--- src/rtl/noc_packetizer_pkg.sv ---
// Shared widths, flit/header formats and FSM encoding for the injection-side packetizer.
// Latency: n/a (types, constants and pure functions only).
// Backpressure: n/a.
package noc_packetizer_pkg;

    localparam int Noc_Data_Width     = 64;
    localparam int Noc_ID_X_Width     = 4;
    localparam int Noc_ID_Y_Width     = 4;
    localparam int Axi_TYPE_Bit       = 4;
    localparam int Axi_LEN_Bit        = 4;
    localparam int Axi_PACK_ORDER_Bit = 4;
    localparam int Less_Byte          = 8;
    localparam int Noc_VC_Channel     = 4;
    localparam int Noc_VC_Sel_Width   = $clog2(Noc_VC_Channel);

    localparam logic [Less_Byte-1:0] Noc_Head_H = 8'hA1;
    localparam logic [Less_Byte-1:0] Noc_Head_E = 8'h1E;
    localparam logic [Less_Byte-1:0] Noc_Tail_H = 8'hB2;
    localparam logic [Less_Byte-1:0] Noc_Tail_E = 8'h2F;

    // Header and tail words share one field layout; only the markers differ.
    localparam int Hdr_Field_Width = 2 * Less_Byte + 2 * Noc_ID_X_Width + 2 * Noc_ID_Y_Width
                                   + Axi_TYPE_Bit + Axi_PACK_ORDER_Bit + Axi_LEN_Bit;
    localparam int Hdr_Pad_Width   = Noc_Data_Width - Hdr_Field_Width;

    typedef struct packed {
        logic                      is_header;
        logic                      is_tail;
        logic [Noc_Data_Width-1:0] data;
    } noc_flit_t;

    typedef enum logic [1:0] {
        PKT_IDLE,
        PKT_HEAD,
        PKT_DATA,
        PKT_TAIL
    } pkt_state_e;

    function automatic logic [Noc_Data_Width-1:0] build_word(
        input logic [Less_Byte-1:0]          mark_h,
        input logic [Less_Byte-1:0]          mark_e,
        input logic [Noc_ID_X_Width-1:0]     src_x,
        input logic [Noc_ID_Y_Width-1:0]     src_y,
        input logic [Noc_ID_X_Width-1:0]     dst_x,
        input logic [Noc_ID_Y_Width-1:0]     dst_y,
        input logic [Axi_TYPE_Bit-1:0]       typ,
        input logic [Axi_PACK_ORDER_Bit-1:0] order,
        input logic [Axi_LEN_Bit-1:0]        len
    );
        return {mark_h, src_x, src_y, dst_x, dst_y, typ, order, len, mark_e,
                {Hdr_Pad_Width{1'b0}}};
    endfunction

    function automatic logic [Noc_Data_Width-1:0] make_header(
        input logic [Noc_ID_X_Width-1:0]     src_x,
        input logic [Noc_ID_Y_Width-1:0]     src_y,
        input logic [Noc_ID_X_Width-1:0]     dst_x,
        input logic [Noc_ID_Y_Width-1:0]     dst_y,
        input logic [Axi_TYPE_Bit-1:0]       typ,
        input logic [Axi_PACK_ORDER_Bit-1:0] order,
        input logic [Axi_LEN_Bit-1:0]        len
    );
        return build_word(Noc_Head_H, Noc_Head_E, src_x, src_y, dst_x, dst_y, typ, order, len);
    endfunction

    function automatic logic [Noc_Data_Width-1:0] make_tail(
        input logic [Noc_ID_X_Width-1:0]     src_x,
        input logic [Noc_ID_Y_Width-1:0]     src_y,
        input logic [Noc_ID_X_Width-1:0]     dst_x,
        input logic [Noc_ID_Y_Width-1:0]     dst_y,
        input logic [Axi_TYPE_Bit-1:0]       typ,
        input logic [Axi_PACK_ORDER_Bit-1:0] order,
        input logic [Axi_LEN_Bit-1:0]        len
    );
        return build_word(Noc_Tail_H, Noc_Tail_E, src_x, src_y, dst_x, dst_y, typ, order, len);
    endfunction

    // Index of the lowest set bit; 0 when no bit is set (callers gate on vc != 0).
    function automatic logic [Noc_VC_Sel_Width-1:0] lowest_vc(input logic [Noc_VC_Channel-1:0] vc);
        logic [Noc_VC_Sel_Width-1:0] idx;
        idx = '0;
        for (int i = Noc_VC_Channel - 1; i >= 0; i--) begin
            if (vc[i]) idx = Noc_VC_Sel_Width'(i);
        end
        return idx;
    endfunction

endpackage

--- src/rtl/noc_packetizer_if.sv ---
// Request, payload and flit-output bundle between a packet source and the packetizer.
// Latency: n/a (wires only).
// Backpressure: valid/ready on req and pld; per-VC valid/ready on the flit output.
// Modports: slave = packetizer side, master = packet source / router-model side.
interface noc_packetizer_if;
    import noc_packetizer_pkg::*;

    logic                          req_valid;
    logic                          req_ready;
    logic [Noc_ID_X_Width-1:0]     req_dst_x;
    logic [Noc_ID_Y_Width-1:0]     req_dst_y;
    logic [Axi_TYPE_Bit-1:0]       req_type;
    logic [Axi_LEN_Bit-1:0]        req_len;
    logic                          pld_valid;
    logic                          pld_ready;
    logic [Noc_Data_Width-1:0]     pld_data;
    logic [Noc_VC_Channel-1:0]     out_valid;
    logic [Noc_VC_Channel-1:0]     out_ready;
    logic [Noc_VC_Channel-1:0]     vc_ready;
    noc_flit_t                     out_flit;
    logic                          busy;
    logic [15:0]                   pkt_count;

    modport slave (
        input  req_valid, req_dst_x, req_dst_y, req_type, req_len,
        input  pld_valid, pld_data, out_ready, vc_ready,
        output req_ready, pld_ready, out_valid, out_flit, busy, pkt_count
    );

    modport master (
        output req_valid, req_dst_x, req_dst_y, req_type, req_len,
        output pld_valid, pld_data, out_ready, vc_ready,
        input  req_ready, pld_ready, out_valid, out_flit, busy, pkt_count
    );

endinterface

--- src/rtl/noc_flit_out_reg.sv ---
// Single-entry flit output register steering valid onto one VC.
// Latency: 1 cycle from load to out_valid; reloads in the same cycle the held flit is taken.
// Backpressure: holds flit and valid stable until the selected VC's ready is seen.
// Ports: load_i/load_flit_i/load_vc_i in, out_ready_i in, out_valid_o/out_flit_o out,
//        slot_free_o (may load this cycle), xfer_o (held flit transfers this cycle).
module noc_flit_out_reg
    import noc_packetizer_pkg::*;
(
    input  logic                        noc_clk,
    input  logic                        noc_rst_n,
    input  logic                        load_i,
    input  noc_flit_t                   load_flit_i,
    input  logic [Noc_VC_Sel_Width-1:0] load_vc_i,
    input  logic [Noc_VC_Channel-1:0]   out_ready_i,
    output logic [Noc_VC_Channel-1:0]   out_valid_o,
    output noc_flit_t                   out_flit_o,
    output logic                        slot_free_o,
    output logic                        xfer_o
);

    logic [Noc_VC_Channel-1:0] valid_q, valid_d;
    noc_flit_t                 flit_q, flit_d;

    // Only the ready of the VC carrying the held flit matters.
    assign xfer_o      = |(valid_q & out_ready_i);
    assign slot_free_o = (valid_q == '0) | xfer_o;

    always_comb begin
        valid_d = valid_q;
        flit_d  = flit_q;
        if (load_i && slot_free_o) begin
            valid_d            = '0;
            valid_d[load_vc_i] = 1'b1;
            flit_d             = load_flit_i;
        end else if (xfer_o) begin
            valid_d = '0;
        end
    end

    always_ff @(posedge noc_clk or negedge noc_rst_n) begin
        if (!noc_rst_n) begin
            valid_q <= '0;
            flit_q  <= '0;
        end else begin
            valid_q <= valid_d;
            flit_q  <= flit_d;
        end
    end

    assign out_valid_o = valid_q;
    assign out_flit_o  = flit_q;

endmodule

--- src/rtl/noc_packetizer.sv ---
// Injection NI: turns a request plus payload beats into header, len+1 data flits and a tail on one VC.
// Latency: request capture 1 cycle, header 1 cycle later, then one flit per cycle while ready.
// Backpressure: stalls in HEAD without a free VC; pld_ready follows output slot availability.
// Ports: noc_clk, noc_rst_n (async active-low), bus (slave modport of noc_packetizer_if).
module noc_packetizer
    import noc_packetizer_pkg::*;
#(
    parameter logic [Noc_ID_X_Width-1:0] X_ID = '0,
    parameter logic [Noc_ID_Y_Width-1:0] Y_ID = '0
) (
    input  logic            noc_clk,
    input  logic            noc_rst_n,
    noc_packetizer_if.slave bus
);

    pkt_state_e                    state_q;
    logic [Noc_ID_X_Width-1:0]     dst_x_q;
    logic [Noc_ID_Y_Width-1:0]     dst_y_q;
    logic [Axi_TYPE_Bit-1:0]       type_q;
    logic [Axi_LEN_Bit-1:0]        len_q;
    logic [Axi_LEN_Bit-1:0]        cnt_q;
    logic [Axi_PACK_ORDER_Bit-1:0] order_q;
    logic [Noc_VC_Sel_Width-1:0]   vc_sel_q;
    logic                          req_ready_q;
    logic [15:0]                   pkt_count_q;

    logic                          slot_free;
    logic                          xfer;
    logic                          load;
    noc_flit_t                     load_flit;
    logic [Noc_VC_Sel_Width-1:0]   load_vc;
    logic                          tail_xfer;
    logic [Axi_PACK_ORDER_Bit-1:0] order_eff;
    logic                          head_go;
    logic                          pld_fire;
    logic                          tail_go;

    assign tail_xfer = xfer & bus.out_flit.is_tail;
    // A header can load in the same cycle the previous tail drains; it must carry the
    // already-advanced order, not the value still sitting in order_q.
    assign order_eff = order_q + Axi_PACK_ORDER_Bit'(tail_xfer);

    assign head_go  = (state_q == PKT_HEAD) && slot_free && (bus.vc_ready != '0);
    assign pld_fire = (state_q == PKT_DATA) && slot_free && bus.pld_valid;
    assign tail_go  = (state_q == PKT_TAIL) && slot_free;

    always_comb begin
        load      = 1'b0;
        load_flit = '0;
        load_vc   = vc_sel_q;
        if (head_go) begin
            load                = 1'b1;
            load_vc             = lowest_vc(bus.vc_ready);
            load_flit.is_header = 1'b1;
            load_flit.data      = make_header(X_ID, Y_ID, dst_x_q, dst_y_q, type_q, order_eff, len_q);
        end else if (pld_fire) begin
            load           = 1'b1;
            load_flit.data = bus.pld_data;
        end else if (tail_go) begin
            load              = 1'b1;
            load_flit.is_tail = 1'b1;
            load_flit.data    = make_tail(X_ID, Y_ID, dst_x_q, dst_y_q, type_q, order_eff, len_q);
        end
    end

    always_ff @(posedge noc_clk or negedge noc_rst_n) begin
        if (!noc_rst_n) begin
            state_q     <= PKT_IDLE;
            dst_x_q     <= '0;
            dst_y_q     <= '0;
            type_q      <= '0;
            len_q       <= '0;
            cnt_q       <= '0;
            order_q     <= '0;
            vc_sel_q    <= '0;
            req_ready_q <= 1'b0;
            pkt_count_q <= '0;
        end else begin
            if (tail_xfer) begin
                order_q     <= order_q + 1'b1;
                pkt_count_q <= pkt_count_q + 16'd1;
            end
            case (state_q)
                PKT_IDLE: begin
                    if (bus.req_valid && req_ready_q) begin
                        dst_x_q     <= bus.req_dst_x;
                        dst_y_q     <= bus.req_dst_y;
                        type_q      <= bus.req_type;
                        len_q       <= bus.req_len;
                        cnt_q       <= '0;
                        req_ready_q <= 1'b0;
                        state_q     <= PKT_HEAD;
                    end else begin
                        req_ready_q <= 1'b1;
                    end
                end
                PKT_HEAD: begin
                    if (head_go) begin
                        vc_sel_q <= lowest_vc(bus.vc_ready);
                        state_q  <= PKT_DATA;
                    end
                end
                PKT_DATA: begin
                    // Compare before increment: len all-ones still ends cleanly.
                    if (pld_fire) begin
                        cnt_q <= cnt_q + 1'b1;
                        if (cnt_q == len_q) state_q <= PKT_TAIL;
                    end
                end
                PKT_TAIL: begin
                    if (tail_go) begin
                        req_ready_q <= 1'b1;
                        state_q     <= PKT_IDLE;
                    end
                end
                default: state_q <= PKT_IDLE;
            endcase
        end
    end

    noc_flit_out_reg u_out_reg (
        .noc_clk     (noc_clk),
        .noc_rst_n   (noc_rst_n),
        .load_i      (load),
        .load_flit_i (load_flit),
        .load_vc_i   (load_vc),
        .out_ready_i (bus.out_ready),
        .out_valid_o (bus.out_valid),
        .out_flit_o  (bus.out_flit),
        .slot_free_o (slot_free),
        .xfer_o      (xfer)
    );

    assign bus.req_ready = req_ready_q;
    assign bus.pld_ready = (state_q == PKT_DATA) && slot_free;
    assign bus.busy      = (state_q != PKT_IDLE) || (bus.out_valid != '0);
    assign bus.pkt_count = pkt_count_q;

endmodule

--- src/flat_wrapper.sv ---
// flat-port wrapper written by rule: the top's interface ports become plain ports
module noc_packetizer_flat import noc_packetizer_pkg::*;
#(
    parameter logic [Noc_ID_X_Width-1:0] X_ID = '0,
    parameter logic [Noc_ID_Y_Width-1:0] Y_ID = '0
)
  (noc_clk, noc_rst_n, bus_req_valid, bus_req_dst_x, bus_req_dst_y, bus_req_type, bus_req_len, bus_pld_valid, bus_pld_data, bus_out_ready, bus_vc_ready, bus_req_ready, bus_pld_ready, bus_out_valid, bus_out_flit, bus_busy, bus_pkt_count);
  noc_packetizer_if bus_i ();
  input  logic noc_clk;
  input  logic noc_rst_n;
  input wire logic [$bits(bus_i.req_valid)-1:0] bus_req_valid;
  input wire logic [$bits(bus_i.req_dst_x)-1:0] bus_req_dst_x;
  input wire logic [$bits(bus_i.req_dst_y)-1:0] bus_req_dst_y;
  input wire logic [$bits(bus_i.req_type)-1:0] bus_req_type;
  input wire logic [$bits(bus_i.req_len)-1:0] bus_req_len;
  input wire logic [$bits(bus_i.pld_valid)-1:0] bus_pld_valid;
  input wire logic [$bits(bus_i.pld_data)-1:0] bus_pld_data;
  input wire logic [$bits(bus_i.out_ready)-1:0] bus_out_ready;
  input wire logic [$bits(bus_i.vc_ready)-1:0] bus_vc_ready;
  output wire logic [$bits(bus_i.req_ready)-1:0] bus_req_ready;
  output wire logic [$bits(bus_i.pld_ready)-1:0] bus_pld_ready;
  output wire logic [$bits(bus_i.out_valid)-1:0] bus_out_valid;
  output wire logic [$bits(bus_i.out_flit)-1:0] bus_out_flit;
  output wire logic [$bits(bus_i.busy)-1:0] bus_busy;
  output wire logic [$bits(bus_i.pkt_count)-1:0] bus_pkt_count;
  assign bus_i.req_valid = bus_req_valid;
  assign bus_i.req_dst_x = bus_req_dst_x;
  assign bus_i.req_dst_y = bus_req_dst_y;
  assign bus_i.req_type = bus_req_type;
  assign bus_i.req_len = bus_req_len;
  assign bus_i.pld_valid = bus_pld_valid;
  assign bus_i.pld_data = bus_pld_data;
  assign bus_i.out_ready = bus_out_ready;
  assign bus_i.vc_ready = bus_vc_ready;
  assign bus_req_ready = bus_i.req_ready;
  assign bus_pld_ready = bus_i.pld_ready;
  assign bus_out_valid = bus_i.out_valid;
  assign bus_out_flit = bus_i.out_flit;
  assign bus_busy = bus_i.busy;
  assign bus_pkt_count = bus_i.pkt_count;
  noc_packetizer #(.X_ID(X_ID), .Y_ID(Y_ID)) u_core (.noc_clk(noc_clk), .noc_rst_n(noc_rst_n), .bus(bus_i));
endmodule
--- config.mk ---
export PLATFORM = sky130hd
export DESIGN_NAME = noc_packetizer_flat
export DESIGN_NICKNAME = d
export VERILOG_FILES = /design/src/rtl/noc_packetizer_pkg.sv /design/src/rtl/noc_packetizer_if.sv /design/src/rtl/noc_flit_out_reg.sv /design/src/rtl/noc_packetizer.sv /design/src/flat_wrapper.sv
export SDC_FILE = /design/constraint.sdc
export NUM_CORES = 1
export LEC_CHECK = 0
export CORE_MARGIN = 4
export CORE_UTILIZATION = 30
export CTS_BUF_LIST = sky130_fd_sc_hd__clkbuf_16
export DETAILED_ROUTE_END_ITERATION = 6
export SYNTH_ARGS = -nofsm -noshare
export SYNTH_HDL_FRONTEND = slang
export SYNTH_SLANG_ARGS = --single-unit
--- constraint.sdc ---
create_clock -name noc_clk -period 5.1 [get_ports noc_clk]
set_input_delay 1.02 -clock noc_clk [delete_from_list [all_inputs] [get_ports noc_clk]]
set_output_delay 1.02 -clock noc_clk [all_outputs]
set_load 0.1 [all_outputs]
# Yosys cells after proc, flatten, opt, wreduce, memory -nomap -nowiden
# Index checks and enable logic that the tools add are counted.
# Widths: inputs -> output; s select.
classes:
  muxes: 30
  bitwise_logic: 3
  reduce_logical: 22
  n_eq_ne: 9
  add_sub_neg: 4
  n_lt_le_gt_ge: 2
ops:
  columns: ["op", "count"]
  rows:
  - ["$mux 64", 2]
  - ["$mux 65", 1]
  - ["$mux 2", 10]
  - ["$add 16x1->16 const B", 1]
  - ["$mux 4", 4]
  - ["$ne 2x1->1 const B", 5]
  - ["$mux 1", 9]
  - ["$add 4x1->4 const B", 2]
  - ["$logic_and 1x1->1", 8]
  - ["$pmux 2 s4", 1]
  - ["$pmux 4 s2", 1]
  - ["$reduce_bool 2->1", 4]
  - ["$reduce_bool 4->1", 2]
  - ["$reduce_and 5->1", 1]
  - ["$add 4x1->4", 1]
  - ["$and 4x4->4", 1]
  - ["$eq 2x2->1 const B", 2]
  - ["$eq 4x4->1", 1]
  - ["$logic_not 4->1", 1]
  - ["$reduce_and 2->1", 2]
  - ["$reduce_or 4->1", 1]
  - ["$lt 2x3->1 const B", 1]
  - ["$reduce_and 3->1", 1]
  - ["$demux 1 s2", 1]
  - ["other kinds (7)", 7]
word_totals:
  regBits: 115
  out_inout_bits: 89

# Logic depth before layout (Yosys ltp)
# Gate-level depths: netlist of the first run.
depth:
  depth_word: 11
  mapped_depth: 10
  depth_no_buf: 7

# By module
# Synthesis of the first run repeated with hierarchy kept, for this count alone.
unflattened:
  hier_cells: 418
  area_unflattened_um2: 5413.9
by_module_without_submodules:
  columns: ["module", "cells_per_inst", "seq_area_each_um2", "n_inst", "area_each_um2"]
  rows:
  - ["noc_packetizer", 260, 1126.1, 1, 2723.9]
  - ["noc_flit_out_reg", 158, 1751.7, 1, 2690.1]

# Worst setup path after synthesis of the first run
# No wires, ideal clock.
synth_path:
  path_kind: "register to output"
  start: "register u_core.u_out_reg.valid_q[2], in the netlist u_core.u_out_reg.out_valid_o[2]"
  end: "output port bus_pld_ready"
  slack_ns: 1.550
  stages_incl_launch_ff: 5
  t_arrival_ns: 2.530
  cell_sequence: "dfrtp_1 > a22oi_1 > nand3b_1 > clkbuf_1 > and2_1"
synth_via:
  elab_chain_len: 4
synth_rtl:
  columns: ["item", "line_no", "rtl"]
  rows:
  - ["start: declaration", "noc_flit_out_reg.sv:21", "logic [Noc_VC_Channel-1:0] valid_q, valid_d;"]
  - ["start signal: assignment", "noc_flit_out_reg.sv:45", "valid_q <= valid_d;"]
  - ["$and 4x4->4", "noc_flit_out_reg.sv:25", "assign xfer_o = |(valid_q & out_ready_i);"]
  - ["$reduce_or 4->1", "noc_flit_out_reg.sv:25", null]
  - ["$or 1x1->1 (*)", "noc_flit_out_reg.sv:26", "assign slot_free_o = (valid_q == '0) | xfer_o;"]
  - ["$logic_and 1x1->1 (*)", "noc_packetizer.sv:135", "assign bus.pld_ready = (state_q == PKT_DATA) && slot_free;"]
  - ["end: declaration", "flat_wrapper.sv:21", "output wire logic [$bits(bus_i.pld_ready)-1:0] bus_pld_ready;"]
# Mark *: on every way between the ends. The rest lies on a longest branch, timed or not.

# Worst setup path in the final report of the first run
layout_path:
  start: "input port bus_out_ready[0]"
  end: "output port bus_pld_ready"
layout_via:
  elab_chain_len: 4
layout_rtl:
  columns: ["item", "line_no", "rtl"]
  rows:
  - ["start: declaration", "flat_wrapper.sv:18", "input wire logic [$bits(bus_i.out_ready)-1:0] bus_out_ready;"]
  - ["$and 4x4->4", "noc_flit_out_reg.sv:25", null]
  - ["$reduce_or 4->1", "noc_flit_out_reg.sv:25", null]
  - ["$or 1x1->1", "noc_flit_out_reg.sv:26", null]
  - ["$logic_and 1x1->1", "noc_packetizer.sv:135", null]
# Every way passes these cells.

==> results of run 1 <==
layer usage:
layer  global-route usage  share of wire  up-vias
li1                     -              -     1782
met1                0.184           0.43     1926
met2                0.225           0.48      135
met3               0.0477          0.070       17
met4               0.0566          0.015        0
met5                    0              0        -
synthesized netlist by cell type (all sizes together):
cell / n
o22a: 5
nor3b: 1
inv: 24
o32ai: 1
ha: 9
mux2: 20
o2bb2ai: 2
xnor2: 21
a222oi: 20
buf: 8
nor3: 3
nand4: 9
o41a: 1
clkbuf: 13
o21ai: 8
a21oi: 15
a2111oi: 1
a21o: 3
nor4: 1
and3b: 1
o21a: 3
a22oi: 2
nor2b: 1
a21boi: 2
nand3: 9
nand2: 15
and4: 1
a211o: 1
a22o: 35
or4b: 1
a32o: 2
dfrtp: 115
o41ai: 1
xor2: 3
and3: 6
nor2: 11
and2: 5
nand3b: 1
through the flow:
step                      instance area, um^2  cells
after global placement                   6850    760
after CTS                                7470    790
after global routing                     7470    790
final                                    7470    790
after detailed placement                 6850    760
after floorplan                          4840    380
worst min path at each step:
stage                                                           start                                           to  slack [ns]
final                     u_core.u_out_reg.out_flit_o[56]$_DFFE_PN0P_  u_core.u_out_reg.out_flit_o[56]$_DFFE_PN0P_        0.47
after CTS                 u_core.u_out_reg.out_flit_o[56]$_DFFE_PN0P_  u_core.u_out_reg.out_flit_o[56]$_DFFE_PN0P_        0.48
after global placement                   u_core.type_q[2]$_DFFE_PN0P_  u_core.u_out_reg.out_flit_o[38]$_DFFE_PN0P_        0.46
after detailed placement  u_core.u_out_reg.out_flit_o[56]$_DFFE_PN0P_  u_core.u_out_reg.out_flit_o[56]$_DFFE_PN0P_        0.47
after global routing      u_core.u_out_reg.out_flit_o[24]$_DFFE_PN0P_  u_core.u_out_reg.out_flit_o[24]$_DFFE_PN0P_        0.49
after floorplan                          u_core.type_q[0]$_DFFE_PN0P_  u_core.u_out_reg.out_flit_o[36]$_DFFE_PN0P_        0.45
worst max-delay path, delay by kind of cell:
kind            cells  cell delay, ns
compound gates      1            0.30
buf+inv             3            0.83
simple gates        2            0.29
registers in the layout, indices dropped and copies added (netlist names), 4 cells and up:
signal and count:
u_core.cnt_q 4, u_core.dst_y_q 4, u_core.u_out_reg.out_flit_o 66, u_core.type_q 4, u_core.len_q 4, u_core.dst_x_q 4
u_core.bus.pkt_count 16, u_core.u_out_reg.out_valid_o 4, u_core.order_q 4
cell families after synthesis:
group | count (synthesis) | synth area share
mux | 20 | 0.0473
buf+inv | 45 | 0.0383
simple gates | 65 | 0.0737
flops | 115 | 0.595
fa+ha+maj | 9 | 0.0233
xor+xnor | 24 | 0.0434
compound gates | 102 | 0.179
area by class of cell:
type	count	area, um^2
flip-flops and latches	115	2880
well taps	216	270
multi-input cells	220	1780
inverters	24	90.1
clock inverters	13	193
repair buffers	185	1830
fillers	1457	8360
clock buffers	17	425
==> flow_summary.toml, run 1 <==
[worst_setup_path]
crit_start = "bus_out_ready[0]"
worstSetupPathType = "primary input to output port"
worstReg2RegEnd = "u_core.u_out_reg.out_flit_o[33]$_DFFE_PN0P_"
path_cells = "clkdlybuf4s50_1 -> a22oi_1 -> nand3b_1 -> buf_4 -> and2_1 -> buf_4"
crit_end = "bus_pld_ready"
worst_path_most_repeated_cell = "buf_4"
cp_slowest_stage_delay_ns = 0.40
required_ns = 4.08
cp.arrival_ns = 2.45
rr_worst_depth = 6
rrSetupSlack_ns = 2.41
cp_max_fo = 14
slowest_stage = "clkdlybuf4s50_1"
start_kind = "primary input"
crit_path_end_kind = "output port"
reg2reg_from = "u_core.state_q[0]$_DFFE_PN0P_"

[clock_network]
clock_sinks = 115
htree_num_levels = 4
hold_buffers = 0
clock-root-buffer = "clkbuf_16"
clkLatencyLatePin_ns = 0.40
postCtsSetupBuffers = 0
ctsResizeCount = 0
cts_buffer_depth = 2
numCtsBuffers = 17
clk_pin_slew_ns = 0.05
cts_tree = "built"

[min_path]
hp-class = "flip-flop to flip-flop"
min_path_cells = 1

[synthesis]
syn_avg_cell_area_um2 = 12.7
synth_nets = 481
ys_types = 45
synth_area_um2 = 4840
yosys.area.top_type = "dfrtp_1"
synth_cells = 380
synthTopCellsByArea = "dfrtp_1 59%, a22o_1 6.2%, mux2_2 4.4%"
synthDominantCellAreaShare = 0.595
yosys_warnings = 0
ys_seq_area_frac = 0.595
synth-seq-cells = 115

[timing]
slew_viol_final = 0
period_minus_slack_ns = 3.47
fin_skew_ns = 0.00749
rsz0062_at_grt = "false"
tns_ns = 0
max-slew-margin-rel = 0.277
setup_viol = 0
setup_slack_ns = 1.63
worst_hold_slack_ns = 0.471
period_share = 0.681
hold_violations = 0
max_freq_ghz = 0.288
worst_pin_slew_ns = 1.08

[cells_and_area]
utilization = 0.472
diodes = 0
syn2layout_area_growth_pct = 54.4
layout_commonest_cell = "clkdlybuf4s50_1"
nNetsFinal = 664
mostFrequentLayoutCells = "178 x clkdlybuf4s50_1, 115 x dfrtp_1, 34 x a22o_1, 24 x inv_1, 21 x xnor2_1"
drive_above_1_share = 0.115

[drt]
vias = 3860
drt-total-wl_um = 13100
post_drt_wl_per_cell_um = 16.6
drtAntennaViolNets = 0
drtIter0Drc = 216
vias_per_cell = 4.89
first_pass_iters = 6
drcViolationCount = 0

[die]
start_util = 0.306
core_um2 = 15800
fp-row-count = 46
die_x_um = 135
die_height_um = 135
die_area_um2 = 18200
io_pins = 181

[grt]
grt_pass1_vias = 4096
grt_usage = 0.143
antenna_found_initial = 0
grt_max_degree = 71
overflow = 0
grt_pass1_wl_um = 20900

[placement]
port_buffers = 180
dp_slack_ns = 1.34
place.gp.congestion = 0.780
dp_hpwl_um = 9210

[job]
cap_violations = 0

[run_status]
status = "complete, no violations"
Power of run 1 is left out: the tool's default activity adds up to more than one toggle a clock period on the data nets, which glitch-free logic cannot reach.
==> run 2: changes to the inputs <==
==> constraint.sdc (replaced) <==
create_clock -name noc_clk -period 3.31 [get_ports noc_clk]
set_input_delay 0.662 -clock noc_clk [delete_from_list [all_inputs] [get_ports noc_clk]]
set_output_delay 0.662 -clock noc_clk [all_outputs]
set_load 0.1 [all_outputs]
==> run 2 against run 1 <==
Against the previous run: global-route usage rose by 0.12 points; first-iteration DRC count grew 6.9%; flip-flop and latch count did not move; via count is 0.60% lower; clock-buffer cell count did not move; highest routed layer unchanged.
==> flow_summary.toml, run 2 (same netlist as run 1, synthesis figures left out) <==
[die]
die_x_um = 135
die_area_um2 = 18200
io_pins = 181
core_um2 = 15800
fp-row-count = 46
start_util = 0.306
die_height_um = 135

[worst_setup_path]
cp_max_fo = 4
crit_path_end_kind = "output port"
slowest_stage = "clkdlybuf4s50_1"
path_cells = "clkdlybuf4s50_1 -> a22oi_1 -> nand3b_1 -> and2_1 -> buf_12"
worstSetupPathType = "primary input to output port"
crit_buf_inv = 2
cp_slowest_stage_delay_ns = 0.40
path_delay_family = "buffers and inverters"
start_kind = "primary input"
required_ns = 2.65
crit_start = "bus_out_ready[2]"
reg2reg_from = "u_core.state_q[0]$_DFFE_PN0P_"
cp.arrival_ns = 2.05

[grt]
grt_use_met3 = 0.0507
grt_max_degree = 68
grt_pass1_vias = 4016
grt_pass1_wl_um = 20900
grt-busiest-layer = "met2"
antenna_found_initial = 0
gr-usage-met1 = 0.185
met2_usage = 0.227
overflow = 0
grt_usage = 0.145

[cells_and_area]
stdcell_area_um2 = 7270
diodes = 0
fillers = 1437
mostFrequentLayoutCells = "115 x dfrtp_1, 96 x buf_4, 90 x clkdlybuf4s50_1, 34 x a22o_1, 24 x inv_1"
multi_input_area_um2 = 1780
regArea_um2 = 2880
largest_reg_flops = 66
syn2layout_area_growth_pct = 50.3
drive_above_1_share = 0.273
nNetsFinal = 667
layout_commonest_cell = "dfrtp_1"

[clock_network]
htree_num_levels = 4
numCtsBuffers = 17
clkLatencyLatePin_ns = 0.41
clock_sinks = 115
clk_pin_slew_ns = 0.06
ctsResizeCount = 0
postCtsSetupBuffers = 0
hold_buffers = 0
cts_tree = "built"
clock-root-buffer = "clkbuf_16"
cts_buffer_depth = 2

[drt]
drcViolationCount = 0
drt-total-wl_um = 13000
drtAntennaViolNets = 0
vias_per_cell = 4.83
first_pass_iters = 6
vias = 3837
post_drt_wl_per_cell_um = 16.4
drtIter0Drc = 231

[timing]
tns_ns = 0
hold_violations = 0
rsz0062_at_grt = "false"
worst_hold_slack_ns = 0.263
max_freq_ghz = 0.368
period_minus_slack_ns = 2.71
setup_slack_ns = 0.596
fin_skew_ns = 0.00885
slew_viol_final = 0
setup_viol = 0
period_share = 0.820
max-slew-margin-rel = 0.257
worst_pin_slew_ns = 1.11

[run_status]
status = "complete, no violations"

[placement]
dp_hpwl_um = 9300
place.gp.congestion = 0.759
port_buffers = 180
dp_slack_ns = 0.247
placed_area_um2 = 6680

[min_path]
hp-class = "primary input to async pin"

[job]
cap_violations = 0
[run 2: routing by layer]
layer | part of all wire | routed length (um) | vias to the layer above
met3 | 0.069 | 901 | 15
li1 | - | - | 1789
met1 | 0.43 | 5650 | 1917
met5 | 0 | 0 | -
met4 | 0.014 | 183 | 0
met2 | 0.48 | 6280 | 116
[run 2: worst register-to-register path: cells and delay by family, from the launching register on]
| kind | cells | cell delay (ns) |
|---|---|---|
| buffers and inverters | 2 | 0.19 |
| AOI/OAI and AO/OA | 2 | 1.06 |
| DFF | 1 | 0.40 |
| and+or+nand+nor | 2 | 0.45 |
| adders and majority gates | 1 | 0.41 |
[run 2: cell type report]
type / count / area share
Clock inverter: 15 / 0.0230
Sequential cell: 115 / 0.396
Multi-Input combinational cell: 220 / 0.245
Tap cell: 216 / 0.0372
Timing Repair Buffer: 188 / 0.228
Inverter: 24 / 0.0124
Clock buffer: 17 / 0.0585
[run 2: path summary, 6_finish.rpt]
path,slack [ns],to,cells past startpoint
hold reg to reg,0.48,u_core.u_out_reg.out_flit_o[61]$_DFFE_PN0P_,1
min in group noc_clk,0.48,u_core.u_out_reg.out_flit_o[61]$_DFFE_PN0P_,1
hold / removal,0.26,u_core.dst_x_q[1]$_DFFE_PN0P_,1
setup / recovery,0.60,bus_pld_ready,5
max in group asynchronous,2.22,u_core.u_out_reg.out_valid_o[3]$_DFFE_PN0P_,2
setup reg to reg,0.68,u_core.u_out_reg.out_flit_o[33]$_DFFE_PN0P_,7
[run 2: stage by stage]
| stage | utilization | std cells |
|---|---|---|
| 2_1_floorplan | - | 380 |
| 3_3_place_gp | 0.422 | 763 |
| 3_5_place_dp | 0.422 | 763 |
| 4_1_cts | 0.460 | 795 |
| 5_1_grt | 0.460 | 795 |
| 6_report | 0.460 | 795 |
Power of run 2 is left out for the same reason.
